==> src/rtl/disp_wr_arbiter.sv <==
// Round-robin arbiter + frame-clear engine sharing the 512x8 display RAM write port.
// Latency: an accepted beat (gnt_o[k] & req_i[k]) appears on wr_* one cycle later; grants one edge after arbitration.
// Backpressure: requesters stall on gnt_o; hold_in blocks new grants/clears but never interrupts an active one.
//
// Ports:
//   clk_in, rst_n_in           clock, synchronous active-low reset
//   req_i/addr_i/data_i/last_i per-requester write beat (requester k at 9k / 8k bit offsets)
//   gnt_o                      one-hot registered grant
//   clr_req, hold_in           clear request pulse, arbitration gate
//   wr_addr/wr_data/wr_en      registered RAM write port
//   clr_busy, clr_done         clear in progress, one-cycle completion pulse
module disp_wr_arbiter #(
    parameter int NREQ      = 3,
    parameter int MAX_BURST = 64
) (
    input  logic                 clk_in,
    input  logic                 rst_n_in,
    input  logic [NREQ-1:0]      req_i,
    input  logic [9*NREQ-1:0]    addr_i,
    input  logic [8*NREQ-1:0]    data_i,
    input  logic [NREQ-1:0]      last_i,
    output logic [NREQ-1:0]      gnt_o,
    input  logic                 clr_req,
    input  logic                 hold_in,
    output logic [8:0]           wr_addr,
    output logic [7:0]           wr_data,
    output logic                 wr_en,
    output logic                 clr_busy,
    output logic                 clr_done
);

    localparam int IW = (NREQ > 1) ? $clog2(NREQ) : 1;
    localparam int BW = $clog2(MAX_BURST + 1);

    typedef enum logic [1:0] {IDLE, GRANT, CLEAR} state_t;

    state_t          state_q, state_d;
    logic [IW-1:0]   idx_q, idx_d;
    logic [IW-1:0]   ptr_q, ptr_d;
    logic [BW-1:0]   beat_q, beat_d;
    logic [8:0]      cnt_q, cnt_d;
    logic            pend_q, pend_d;
    logic [NREQ-1:0] gnt_q, gnt_d;
    logic [8:0]      wr_addr_q, wr_addr_d;
    logic [7:0]      wr_data_q, wr_data_d;
    logic            wr_en_q, wr_en_d;
    logic            busy_q, busy_d;
    logic            done_q, done_d;

    logic [8:0] addr_arr [NREQ];
    logic [7:0] data_arr [NREQ];

    for (genvar g = 0; g < NREQ; g++) begin : g_unpack
        assign addr_arr[g] = addr_i[9*g+8 : 9*g];
        assign data_arr[g] = data_i[8*g+7 : 8*g];
    end

    // Rotating search: first requester at or after ptr_q, wrapping.
    logic [IW-1:0] sel;
    logic          found;
    logic [IW:0]   j;

    always_comb begin
        sel   = ptr_q;
        found = 1'b0;
        j     = '0;
        for (int i = 0; i < NREQ; i++) begin
            j = {1'b0, ptr_q} + (IW+1)'(i);
            if (j >= (IW+1)'(NREQ)) begin
                j = j - (IW+1)'(NREQ);
            end
            if (!found && req_i[j[IW-1:0]]) begin
                found = 1'b1;
                sel   = j[IW-1:0];
            end
        end
    end

    logic cur_req;
    logic grant_end;

    assign cur_req   = req_i[idx_q];
    // A dropped request ends the grant without a write.
    assign grant_end = !cur_req || last_i[idx_q] || (beat_q == BW'(MAX_BURST - 1));

    // State register (all registers reset synchronously).
    always_ff @(posedge clk_in) begin
        if (!rst_n_in) begin
            state_q   <= IDLE;
            idx_q     <= '0;
            ptr_q     <= '0;
            beat_q    <= '0;
            cnt_q     <= '0;
            pend_q    <= 1'b0;
            gnt_q     <= '0;
            wr_addr_q <= '0;
            wr_data_q <= '0;
            wr_en_q   <= 1'b0;
            busy_q    <= 1'b0;
            done_q    <= 1'b0;
        end else begin
            state_q   <= state_d;
            idx_q     <= idx_d;
            ptr_q     <= ptr_d;
            beat_q    <= beat_d;
            cnt_q     <= cnt_d;
            pend_q    <= pend_d;
            gnt_q     <= gnt_d;
            wr_addr_q <= wr_addr_d;
            wr_data_q <= wr_data_d;
            wr_en_q   <= wr_en_d;
            busy_q    <= busy_d;
            done_q    <= done_d;
        end
    end

    // Next-state logic.
    always_comb begin
        state_d = state_q;
        case (state_q)
            IDLE: begin
                if (!hold_in) begin
                    if (pend_q) begin
                        state_d = CLEAR;
                    end else if (found) begin
                        state_d = GRANT;
                    end
                end
            end
            GRANT: begin
                if (grant_end) begin
                    state_d = IDLE;
                end
            end
            CLEAR: begin
                if (cnt_q == 9'h1FF) begin
                    state_d = IDLE;
                end
            end
            default: state_d = IDLE;
        endcase
    end

    // Output / datapath next values.
    always_comb begin
        idx_d     = idx_q;
        ptr_d     = ptr_q;
        beat_d    = beat_q;
        cnt_d     = cnt_q;
        pend_d    = pend_q | clr_req;
        gnt_d     = gnt_q;
        wr_addr_d = wr_addr_q;
        wr_data_d = wr_data_q;
        wr_en_d   = 1'b0;
        busy_d    = 1'b0;
        // The final clear write is the only busy write to address 511.
        done_d    = busy_q && (wr_addr_q == 9'h1FF);

        case (state_q)
            IDLE: begin
                if (state_d == GRANT) begin
                    idx_d      = sel;
                    beat_d     = '0;
                    gnt_d      = '0;
                    gnt_d[sel] = 1'b1;
                end else if (state_d == CLEAR) begin
                    cnt_d = '0;
                end
            end
            GRANT: begin
                if (cur_req) begin
                    wr_en_d   = 1'b1;
                    wr_addr_d = addr_arr[idx_q];
                    wr_data_d = data_arr[idx_q];
                    beat_d    = beat_q + BW'(1);
                end
                if (grant_end) begin
                    gnt_d = '0;
                    ptr_d = (idx_q == IW'(NREQ - 1)) ? '0 : idx_q + IW'(1);
                end
            end
            CLEAR: begin
                // Flag stays set while clearing so repeat requests are absorbed.
                pend_d    = (cnt_q == 9'h1FF) ? 1'b0 : pend_q;
                wr_en_d   = 1'b1;
                wr_addr_d = cnt_q;
                wr_data_d = 8'h00;
                busy_d    = 1'b1;
                cnt_d     = cnt_q + 9'd1;
            end
            default: ;
        endcase
    end

    assign gnt_o    = gnt_q;
    assign wr_addr  = wr_addr_q;
    assign wr_data  = wr_data_q;
    assign wr_en    = wr_en_q;
    assign clr_busy = busy_q;
    assign clr_done = done_q;

endmodule

==> config.mk <==
export PLATFORM = sky130hd
export DESIGN_NAME = disp_wr_arbiter
export DESIGN_NICKNAME = d
export VERILOG_FILES = /design/src/rtl/disp_wr_arbiter.sv
export SDC_FILE = /design/constraint.sdc
export NUM_CORES = 1
export LEC_CHECK = 0
export BUFFER_PORTS_ARGS = -buffer_cell sky130_fd_sc_hd__clkbuf_2
export CORE_MARGIN = 1
export CORE_UTILIZATION = 50
export DETAILED_ROUTE_END_ITERATION = 12
export HOLD_SLACK_MARGIN = 0.03
export PLACE_DENSITY = 0.8
export SYNTH_ARGS = -nofsm -noshare
export SYNTH_HDL_FRONTEND = slang
export SYNTH_SLANG_ARGS = --single-unit
==> constraint.sdc <==
create_clock -name clk_in -period 3.4 [get_ports clk_in]
set_clock_uncertainty 0.2 [all_clocks]
set_input_delay 0.68 -clock clk_in [delete_from_list [all_inputs] [get_ports clk_in]]
set_output_delay 0.68 -clock clk_in [all_outputs]
set_load 0.02 [all_outputs]
### Word level (Yosys, flattened, before mapping)

Index checks and enable logic that the tools add are counted.

| cells by class | value |
|---|---|
| reduce and logical (&&, ||, !) cells | 19 |
| equal/unequal tests | 14 |
| bitwise operators | 2 |
| magnitude comparators | 10 |
| mux-type cells | 52 |
| $add $sub $neg | 8 |

Operators with widths:

| operator | number |
|---|---|
| $mux W9 | 5 |
| $pmux W9 S2 | 2 |
| $mux W2 | 12 |
| $mux W8 | 3 |
| $bmux W9 S2 | 1 |
| $eq A9 B9 Y1 const B | 2 |
| $bmux W8 S2 | 1 |
| $pmux W8 S2 | 1 |
| $lt A2 B3 Y1 const B | 5 |
| $mux W7 | 2 |
| $pmux W7 S2 | 1 |
| $mux W1 | 13 |
| $ne A2 B2 Y1 const B | 6 |
| $bmux W1 S2 | 5 |
| $add A9 B1 Y9 const B | 1 |
| $reduce_and A3 Y1 | 3 |
| $add A7 B1 Y7 const B | 1 |
| $eq A7 B6 Y1 const B | 1 |
| $eq A2 B2 Y1 const B | 3 |
| $ge A3 B2 Y1 const B | 2 |
| $mux W3 | 2 |
| $pmux W2 S3 | 1 |
| $pmux W3 S2 | 1 |
| $reduce_and A2 Y1 | 3 |
| other kinds (17) | 28 |

| storage, ports and cells | value |
|---|---|
| register bits | 46 |
| logic and storage cells | 117 |

### Longest topological paths before layout

Gate-level depths: netlist (run 1).

| logic depth | value |
|---|---|
| depth after elaboration | 19 |
| gate-level depth with buffers | 12 |

### Least setup slack after synthesis (run 1)

No wires, ideal clock.

| timing | value |
|---|---|
| path type | register to register |
| from | register cnt_q[0] |
| to | register beat_q[3] |
| setup time | 69 ps |
| setup slack | 820 ps |
| path buffers | 0 |
| clock period less this slack | 2580 ps |
| cell stages (with the launch flop) | 13 |
| arrival time | 2312 ps |
| cell sequence | dfxtp_1 > ha_1 > and3_1 > and3_1 > and3_1 > ha_1 > nor2b_1 > nand2_1 > o21ai_0 > o211a_4 > nand3_1 > a211o_1 > o21ai_1 |

| on the way | value |
|---|---|
| word-level cells in the longest chain between the ends | 6 |

RTL lines:

| element | RTL line | RTL |
|---|---|---|
| start, declared | 41 | `logic [8:0] cnt_q, cnt_d;` |
| start signal, assigned | 106 | `cnt_q <= cnt_d;` |
| $eq A9 B9 Y1 | 136 | `if (cnt_q == 9'h1FF) begin` |
| $mux W2 | 136 |  |
| $pmux W2 S3 | 120 | `case (state_q)` |
| $eq A2 B1 Y1 | 161 | `if (state_d == GRANT) begin` |
| $ne A2 B2 Y1 (no line) | -- |  |
| $reduce_and A3 Y1 (no line) | -- |  |
| end signal, assigned | 105 | `beat_q <= beat_d;` |
| end, declared | 40 | `logic [BW-1:0] beat_q, beat_d;` |

Every way passes these cells.
A chain may end at the register's enable or synchronous reset.

### Worst setup path after layout (run 1)

| timing | value |
|---|---|
| from | register cnt_q[0] |
| to | register cnt_q[3] |

| on the way | value |
|---|---|
| word-level cells in the longest chain between the ends | 6 |
| elaborated cells between the ends (all ways) | 10 |

RTL lines:

| element | RTL line |
|---|---|
| $eq A9 B9 Y1 | 136 |
| $mux W2 | 136 |
| $pmux W2 S3 | 120 |
| $eq A2 B2 Y1 / $eq A2 B1 Y1 (equally long branches) | 166, 161 |
| $ne A2 B2 Y1 (no line) | -- |
| $reduce_and A3 Y1 (no line) | -- |

Several ways; a longest one is shown, not always the timed one.

==> impl_results.md, run 1 <==
- Worst path max stage delay: about 400 ps
- Post-CTS setup repair buffer count: 0
- Synth area leaders: dfxtp_1 (32%), mux2i_1 (10%), nor2_1 (6.6%), ha_1 (4.8%), nand2_1 (4.1%)
- Status: finished clean
- Mapped Area: roughly 2800 sq um
- WL final: 7260 um
- Residual DRC: 0
- Setup crit end kind: register
- Worst EP required: 3430 ps
- RSZ-0062 raised after global routing: no
- Die Y-Extent: about 77 um
- Tot Pwr: 1.37 mW
- TritonCTS Buffers: 5
- Drt pass-1 iters: 6
- Delay-heaviest family, CP: compound AO/OA/AOI/OAI gates
- Num rows: 27
- Die area: 6000 sq um
- Vias: 2,954
- Maximum buffer depth of the clock tree: 2
- Pwr dens: 401 nW/um^2
- Hold_buf cts: 0
- N_diodes: 0
- Max_slew headroom: 0.608
- Post-Syn Nets: 431
- Slowest cell on the critical path: dfxtp_1
- Routed len/inst: 14.3 um
- Worst Max-Slew Pin Slew: between 500 and 600 ps
- First-pass GRT wire length: between 10,000 and 15,000 um
- Final hold vios: 0
- Min Hold Slack: 265 ps
- Top cell type's share of synthesized area: 0.323
- IO Pins: 84
- Pleak: 1.40 nW
- Clk pin slew, worst setup/hold paths: 80 ps
- Largest area contributor in the netlist: dfxtp_1
- Input/output buffers: 83
- DP Wirelength: 5380 um
- Number of global-route vias before repair: about 2,800
- Vias/cell: 5.80
- Setup-failing EPs final: 0
- CTS H-tree lvls: 2
- # resized after CTS: 0
- Sequential area share after synthesis: 0.323
- Peak VDD IR: 0.000209 V
- Fmax: approximately 340 MHz
- Post-synthesis cell count: 359
- Maxcap violations: 0
- Clock Latency Late Sink: 300 ps
- Tmin final: 2940 ps
- # nets final: around 510
- Synth unique cells: 51
- Critical-path cell list: ha_1, and3_1, and3_1, and3_1, ha_1, nor2b_1, a22oi_1, nor2_1, a211oi_2, o21a_1, o21ai_0, a21oi_1
- Pre-CTS setup slack: 505 ps
- CTS tree: done
- Buffers & Inverters on Critical Path: 0
- Routability cong.: approximately 0.89
- Ys async rst share: 0
- Core area: between 5000 and 6000 sq um
- CTS Root Buffer Type: clkbuf_8
- Initial DRC count: 165
- Post-route ant nets: 0
- Post-synth top flop: dfxtp_1
- Post-synth EDFFs: 0
- Crit path DAT: just under 3000 ps
- Most common cell after layout, fill and taps aside: clkbuf_2
- Startpoint Class: register
- Final core occ: 0.620
- Most frequent cells in the layout: clkbuf_2 (83), nor2_1 (50), dfxtp_1 (46)
- Total track usage: 0.250
- GRT overflow: 0
- Area Overhead vs Synth: 19.9%
- Share of cells above drive strength 1: 0.247
- Pins Over Slew Limit: 0
- Starting Density: 0.517
- Worst-path fanout max: 9
- Mean post-synth cell area: 7.93 sq um
- Part of the cycle the worst path needs: 0.864
- Most common cell on crit path: and3_1
- Setup TNS Final: 0 ps
- Synth Register Bits: 46
- Final Worst Setup Slack: 463 ps
- Yosys warns: 0
- Initial antenna violation count: 0
- Count of clock tree sinks: 46
- HP Class: register to register
- Kind of critical path: register to register
- Die X: 77.5 um
- Largest net degree at the start of global routing: 34
cells by family after synthesis:
| group | Yosys count | synth area share |
|---|---|---|
| AND/OR/NAND/NOR | 145 | 0.252 |
| AO/OA/AOI/OAI | 101 | 0.233 |
| flip-flops | 46 | 0.323 |
| multiplexers | 30 | 0.106 |
| buffers and inverters | 26 | 0.0373 |
| adder cells (fa/ha/maj) | 11 | 0.0483 |
cell type report:
type	count	area (sq um)
Fill cell	502	2090
Multi-Input combinational cell	287	1820
Sequential cell	46	921
Timing Repair Buffer	89	460
Tap cell	72	90.1
Clock buffer	7	86.3
Inverter	7	26.3
Clock inverter	1	5.00
routing by layer:
| layer | up-vias | wire (um) | GRT usage |
|---|---|---|---|
| li1 | 1458 | - | - |
| met1 | 1383 | 3010 | 0.275 |
| met2 | 101 | 3730 | 0.458 |
| met3 | 12 | 396 | 0.0482 |
| met4 | 0 | 125 | 0.117 |
| met5 | - | 0 | 0 |
per-stage QoR:
| stage | instance area [sq um] | std cells |
|---|---|---|
| after detailed placement | 3320 | 501 |
| after CTS | 3410 | 509 |
| after global routing | 3410 | 509 |
| after floorplan | 2850 | 359 |
| after global placement | 3320 | 501 |
| final | 3410 | 509 |
cell usage after synthesis, types with 2 or more instances:
cell       n
nor2_1    50
dfxtp_1   46
nand2_1   31
mux2i_1   29
o21ai_0   23
a21oi_1   21
o21ai_1   13
clkbuf_1  12
ha_1      11
nand3_1   11
nor2b_1   10
nor3_1     9
a31oi_1    8
a22oi_1    7
and3_1     6
inv_1      6
nand3b_1   6
a211oi_1   5
buf_2      4
nand2b_1   4
nand4b_1   4
o22a_1     4
nand4_1    3
o22ai_1    3
and2_1     2
buf_1      2
nor3b_1    2
o21ai_4    2
o311a_1    2
o31ai_1    2
where the power goes:
| part | leakage (nW) | switching, mW | total, mW | internal (mW) |
|---|---|---|---|---|
| Clock | 0.0482 | 0.184 | 0.349 | 0.164 |
| Combinational | 0.983 | 0.260 | 0.427 | 0.168 |
| Sequential | 0.372 | 0.0270 | 0.594 | 0.567 |
| Total | 1.40 | 0.471 | 1.37 | 0.899 |
tightest hold or removal path: cells and delay by family (launching register included):
family	cells	cell delay, ps
DFF	1	320
and+or+nand+nor	1	50
AOI/OAI and AO/OA	1	60
path summary, 6_finish.rpt:
path                            endpoint  slack, ps  startpoint  depth (start not counted)
worst max register to register  cnt_q[3]        460    cnt_q[0]                         12
worst max-delay path            cnt_q[3]        460    cnt_q[0]                         12
worst min-delay path            gnt_o[1]        260    gnt_o[1]                          2
worst min register to register  gnt_o[1]        260    gnt_o[1]                          2
registers in the layout (all words and copies together), names as in the netlist:
register	cells
wr_addr	9
state_q	2
gnt_o	3
idx_q	2
clr_busy	1
pend_q	1
clr_done	1
beat_q	7
cnt_q	9
wr_data	8
ptr_q	2
wr_en	1
No activity file was read; power rests on OpenSTA's default activity.
==> run 2: changes to the inputs <==
--- a/config.mk
+++ b/config.mk
@@ -10,6 +10,7 @@
 export CORE_UTILIZATION = 50
 export DETAILED_ROUTE_END_ITERATION = 12
 export HOLD_SLACK_MARGIN = 0.03
+export MAX_ROUTING_LAYER = met4
 export PLACE_DENSITY = 0.8
 export SYNTH_ARGS = -nofsm -noshare
 export SYNTH_HDL_FRONTEND = slang
==> impl_results.md, run 2 (synthesis gave the netlist of run 1 again) <==
- Status: finished clean (unchanged)
- Post-route design area: 3410 sq um (unchanged)
- Initial DRC count: 173 (was 165)
- Share of cells above drive strength 1: 0.247 (unchanged)
- Residual DRC: 0 (unchanged)
- Core area: 5510 sq um (unchanged)
- Fmax: 341 MHz (was 340 MHz)
- Final core occ: 0.620 (unchanged)
- Peak VDD IR: 0.000209 V (about the same)
- TritonCTS Buffers: 5 (unchanged)
- DP Wirelength: 5380 um (unchanged)
- Die Y-Extent: 77.5 um (unchanged)
- Die X: 77.5 um (unchanged)
- Worst path max stage delay: 390 ps (was 400 ps)
- Startpoint Class: register (unchanged)
- Pleak: 1.40 nW (unchanged)
- Maximum buffer depth of the clock tree: 2 (unchanged)
- RSZ-0062 raised after global routing: no (unchanged)
- Num rows: 27 (unchanged)
- Min Hold Slack: 264 ps (was 265 ps)
- Input/output buffers: 83 (unchanged)
- Most common cell on crit path: and3_1 (unchanged)
- Post-CTS setup repair buffer count: 0 (unchanged)
- Worst Max-Slew Pin Slew: 566 ps (was 586 ps)
- First-pass GRT wire length: 12,100 um (about the same)
- Dpl cell area: 3320 sq um (unchanged)
- Vias: 2,952 (was 2,954)
- Area Overhead vs Synth: 19.9% (unchanged)
- Worst EP required: 3430 ps (about the same)
- Largest net degree at the start of global routing: 34 (unchanged)
- DP Cell Count: 501 (unchanged)
- CTS Root Buffer Type: clkbuf_8 (unchanged)
- Part of the cycle the worst path needs: 0.862 (was 0.864)
- GRT overflow: 0 (unchanged)
- Routability cong.: 0.908 (was 0.893)
- Vias/cell: 5.80 (about the same)
- Worst-path fanout max: 9 (unchanged)
- Setup crit end kind: register (unchanged)
- Count of clock tree sinks: 46 (unchanged)
- Delay-heaviest family, CP: compound AO/OA/AOI/OAI gates (unchanged)
- Non-Filler Instances: 509 (unchanged)
- Crit path DAT: 2960 ps (was 2970 ps)
- Filler Cell Count: 502 (unchanged)
- Pwr dens: 401 nW/um^2 (about the same)
- Setup TNS Final: 0 ps (unchanged)
- Critical-path cell list: ha_1, and3_1, and3_1, and3_1, ha_1, nor2b_1, a22oi_1, nor2_1, a211oi_2, o21a_1, o21ai_0, a21oi_1 (unchanged)
- CTS H-tree lvls: 2 (unchanged)
- Maxcap violations: 0 (unchanged)
- # nets final: 508 (unchanged)
- Clock Latency Late Sink: 300 ps (about the same)
- Clk pin slew, worst setup/hold paths: 80 ps (about the same)
- Final hold vios: 0 (unchanged)
- WL final: 7250 um (was 7260 um)
- Post-route ant nets: 0 (unchanged)
- Hold_buf cts: 0 (unchanged)
- IO Pins: 84 (unchanged)
- # resized after CTS: 0 (unchanged)
- Most common cell after layout, fill and taps aside: clkbuf_2 (unchanged)
- Most frequent cells in the layout: clkbuf_2 (83), nor2_1 (50), dfxtp_1 (46) (unchanged)
- Number of global-route vias before repair: 2,771 (was 2,772)
- Initial antenna violation count: 0 (unchanged)
- Slowest cell on the critical path: dfxtp_1 (unchanged)
- HP Class: register to register (unchanged)
- Tmin final: 2930 ps (was 2940 ps)
- CTS tree: done (unchanged)
- N_diodes: 0 (unchanged)
- Buffers & Inverters on Critical Path: 0 (unchanged)
- Kind of critical path: register to register (unchanged)
- Starting Density: 0.517 (unchanged)
- Routed len/inst: 14.3 um (about the same)
- Pins Over Slew Limit: 0 (unchanged)
- Total track usage: 0.257 (was 0.250)
- Setup-failing EPs final: 0 (unchanged)
- Drt pass-1 iters: 4 (was 6)
- Max_slew headroom: 0.621 (was 0.608)
- Die area: 6000 sq um (unchanged)
[run 2: cell counts in the layout (fill, tap and decap cells not counted)]
No cell type changed its count.
[run 2: worst min-delay path, stage by stage, from the launching register on]
cell	delay [ps]
dfxtp_1	320
nand2_1	50
o21ai_0	60
[run 2: metrics by stage]
stage | power [mW] | setup slack, ps
2_1_floorplan | 0.904 | 820
3_5_place_dp | 1.03 | 505
5_1_grt | 1.45 | 209
4_1_cts | 1.38 | 483
3_3_place_gp | 1.02 | 630
6_report | 1.37 | 468
[run 2: per-layer routing]
| layer | up-vias | global-route usage | routed length (um) |
|---|---|---|---|
| met5 | - | - | 0 |
| met4 | 0 | 0.113 | 121 |
| met3 | 13 | 0.0459 | 386 |
| met2 | 99 | 0.462 | 3730 |
| met1 | 1383 | 0.276 | 3020 |
| li1 | 1457 | - | - |
[run 2: layout make-up]
cell class,count,area [sq um],share of cell area
clock inverters,1,5.00,0.00147
inverters,7,26.3,0.00770
well taps,72,90.1,0.0264
repair buffers,89,460,0.135
multi-input cells,287,1820,0.534
flip-flops and latches,46,921,0.270
clock buffers,7,86.3,0.0253
[run 2: path summary, 6_finish.rpt]
| path | depth (start not counted) | startpoint | end | slack, ps |
|---|---|---|---|---|
| max reg2reg | 12 | cnt_q[0] | cnt_q[3] | 470 |
| min | 2 | gnt_o[1] | gnt_o[1] | 260 |
| min reg2reg | 2 | gnt_o[1] | gnt_o[1] | 260 |
| max | 12 | cnt_q[0] | cnt_q[3] | 470 |
[run 2: report_power, final]
group	switching (mW)	internal [mW]	total, mW
combinational	0.259	0.168	0.427
clock	0.184	0.164	0.349
sequential	0.0270	0.567	0.594
==> run 3: changes to the inputs <==
--- a/config.mk
+++ b/config.mk
@@ -9,9 +9,11 @@
 export CORE_MARGIN = 1
 export CORE_UTILIZATION = 50
 export DETAILED_ROUTE_END_ITERATION = 12
+export GPL_ROUTABILITY_DRIVEN = 1
 export HOLD_SLACK_MARGIN = 0.03
 export MAX_ROUTING_LAYER = met4
 export PLACE_DENSITY = 0.8
+export RECOVER_POWER = 25
 export SYNTH_ARGS = -nofsm -noshare
 export SYNTH_HDL_FRONTEND = slang
 export SYNTH_SLANG_ARGS = --single-unit
==> impl_results.md, run 3 (synthesis gave the netlist of run 1 again) <==
- Combinational fraction of design power: 0.310 (was 0.312)
- Die area: 6000 sq um (unchanged)
- Startpoint Class: register (unchanged)
- Setup crit end kind: register (unchanged)
- # resized after CTS: 0 (unchanged)
- CTS H-tree lvls: 2 (unchanged)
- Clock Latency Late Sink: 300 ps (about the same)
- Pwr dens: 404 nW/um^2 (was 401 nW/um^2)
- CP Launch Point: cnt_q[0] (unchanged)
- Most common cell on crit path: and3_1 (unchanged)
- Die X: 77.5 um (unchanged)
- Reg2reg start: cnt_q[0] (unchanged)
- GRT overflow: 0 (unchanged)
- Fmax: 341 MHz (about the same)
- Final hold vios: 0 (unchanged)
- Critical-path cell list: ha_1, and3_1, and3_1, and3_1, ha_1, nor2b_1, a22oi_1, nor2_1, a211oi_2, o21a_1, o21ai_0, a21oi_1 (unchanged)
- First-pass GRT wire length: 12,100 um (unchanged)
- TritonCTS Buffers: 5 (unchanged)
- Input/output buffers: 83 (unchanged)
- Internal: 0.896 mW (was 0.899 mW)
- DP Cell Count: 501 (unchanged)
- N_diodes: 0 (unchanged)
- Worst-path fanout max: 9 (unchanged)
- Starting Density: 0.517 (unchanged)
- Drt pass-1 iters: 4 (unchanged)
- Largest net degree at the start of global routing: 34 (unchanged)
- Num rows: 27 (unchanged)
- Min Hold Slack: 266 ps (was 264 ps)
- Maxcap violations: 0 (unchanged)
- DP Wirelength: 5380 um (unchanged)
- Setup-failing EPs final: 0 (unchanged)
- Crit path DAT: 2960 ps (about the same)
- Non-Filler Instances: 509 (unchanged)
- Core area: 5510 sq um (unchanged)
- Count of clock tree sinks: 46 (unchanged)
- Hold_buf cts: 0 (unchanged)
- Vias/cell: 5.77 (was 5.80)
- IO Pins: 84 (unchanged)
- Maximum buffer depth of the clock tree: 2 (unchanged)
- Die Y-Extent: 77.5 um (unchanged)
- Tot Pwr: 1.37 mW (about the same)
- Most common cell after layout, fill and taps aside: clkbuf_2 (unchanged)
- Initial DRC count: 184 (was 173)
- Switching power: 0.473 mW (was 0.471 mW)
- Vias: 2,937 (was 2,952)
- Number of global-route vias before repair: 2,771 (unchanged)
- CTS Root Buffer Type: clkbuf_8 (unchanged)
- Clk pin slew, worst setup/hold paths: 90 ps (was 80 ps)
- Total track usage: 0.257 (unchanged)
- Residual DRC: 0 (unchanged)
- Max_slew headroom: 0.0327 (was 0.621)
- WL final: 7250 um (about the same)
- Part of the cycle the worst path needs: 0.862 (about the same)
- Worst Max-Slew Pin Slew: 1450 ps (was 566 ps)
- Initial antenna violation count: 0 (unchanged)
- Tmin final: 2930 ps (about the same)
- Post-CTS setup repair buffer count: 0 (unchanged)
- Slowest cell on the critical path: dfxtp_1 (unchanged)
- # nets final: 508 (unchanged)
- Peak VDD IR: 0.000210 V (was 0.000209 V)
- Seq pwr share: 0.434 (about the same)
- HP Start: gnt_o[1] (unchanged)
- CTS tree: done (unchanged)
- Post-route ant nets: 0 (unchanged)
- RSZ-0062 raised after global routing: no (unchanged)
- Setup TNS Final: 0 ps (unchanged)
- Pins Over Slew Limit: 0 (unchanged)
- Status: finished clean (unchanged)
- Kind of critical path: register to register (unchanged)
- Worst EP required: 3430 ps (about the same)
- Area Overhead vs Synth: 19.1% (was 19.9%)
- Share of cells above drive strength 1: 0.211 (was 0.247)
- Routed len/inst: 14.2 um (was 14.3 um)
- HP Class: register to register (unchanged)
- Pleak: 1.35 nW (was 1.40 nW)
- Sw Share: 0.346 (was 0.344)
- Routability cong.: 0.908 (unchanged)
- Clock power frac: 0.256 (was 0.255)
- Most frequent cells in the layout: clkbuf_2 (68), nor2_1 (50), dfxtp_1 (46) (was clkbuf_2 (83), nor2_1 (50), dfxtp_1 (46))
- Worst path max stage delay: 390 ps (about the same)
==> run 3: changes by cell type in the layout (fill, tap and decap cells not counted) <==
cell	previous run	this run
clkbuf_2	83	68
clkbuf_1	1	17
buf_4	6	5
==> run 3: final cells by class <==
cell class	instances	area (sq um)
clock inverter	1	5.00
sequential	46	921
fill	512	2120
inverter	7	26.3
tap	72	90.1
multi-input combinational	287	1820
timing repair buffer	89	438
clock buffer	7	86.3
==> run 3: final timing paths <==
kind | end | slack (ps) | cells past startpoint
max | cnt_q[3] | 470 | 12
min | gnt_o[1] | 270 | 2
max reg2reg | cnt_q[3] | 470 | 12
min reg2reg | gnt_o[1] | 270 | 2
==> run 3: per-stage QoR <==
| step | area [sq um] | setup WS [ps] | util |
|---|---|---|---|
| finish | 3390 | 470 | 0.616 |
| global route | 3390 | 206 | 0.616 |
| CTS | 3410 | 483 | 0.620 |
| detailed placement | 3320 | 505 | 0.603 |
| global placement | 3320 | 630 | 0.603 |
| floorplan | 2850 | 820 | - |
==> run 3: worst max-delay path, delay by kind of cell (launching register included) <==
family / cells / cell delay, ps
AND/OR/NAND/NOR: 5 / 690
flip-flops: 1 / 390
AO/OA/AOI/OAI: 5 / 1230
adder cells (fa/ha/maj): 2 / 350
==> run 3: power groups by stage <==
| stage | Combinational [mW] | Clock (mW) | Sequential, mW |
|---|---|---|---|
| finish | 0.425 | 0.351 | 0.594 |
| global route | 0.469 | 0.380 | 0.597 |
| CTS | 0.426 | 0.357 | 0.593 |
| detailed placement | 0.424 | 0 | 0.606 |
| global placement | 0.415 | 0 | 0.605 |
| floorplan | 0.281 | 0 | 0.622 |
==> run 3: metal layers <==
metal / up-vias / GRT usage / share of wire
li1: 1454 / - / -
met1: 1371 / 0.276 / 0.42
met2: 101 / 0.462 / 0.51
met3: 11 / 0.0459 / 0.055
met4: 0 / 0.113 / 0.016
met5: - / - / 0
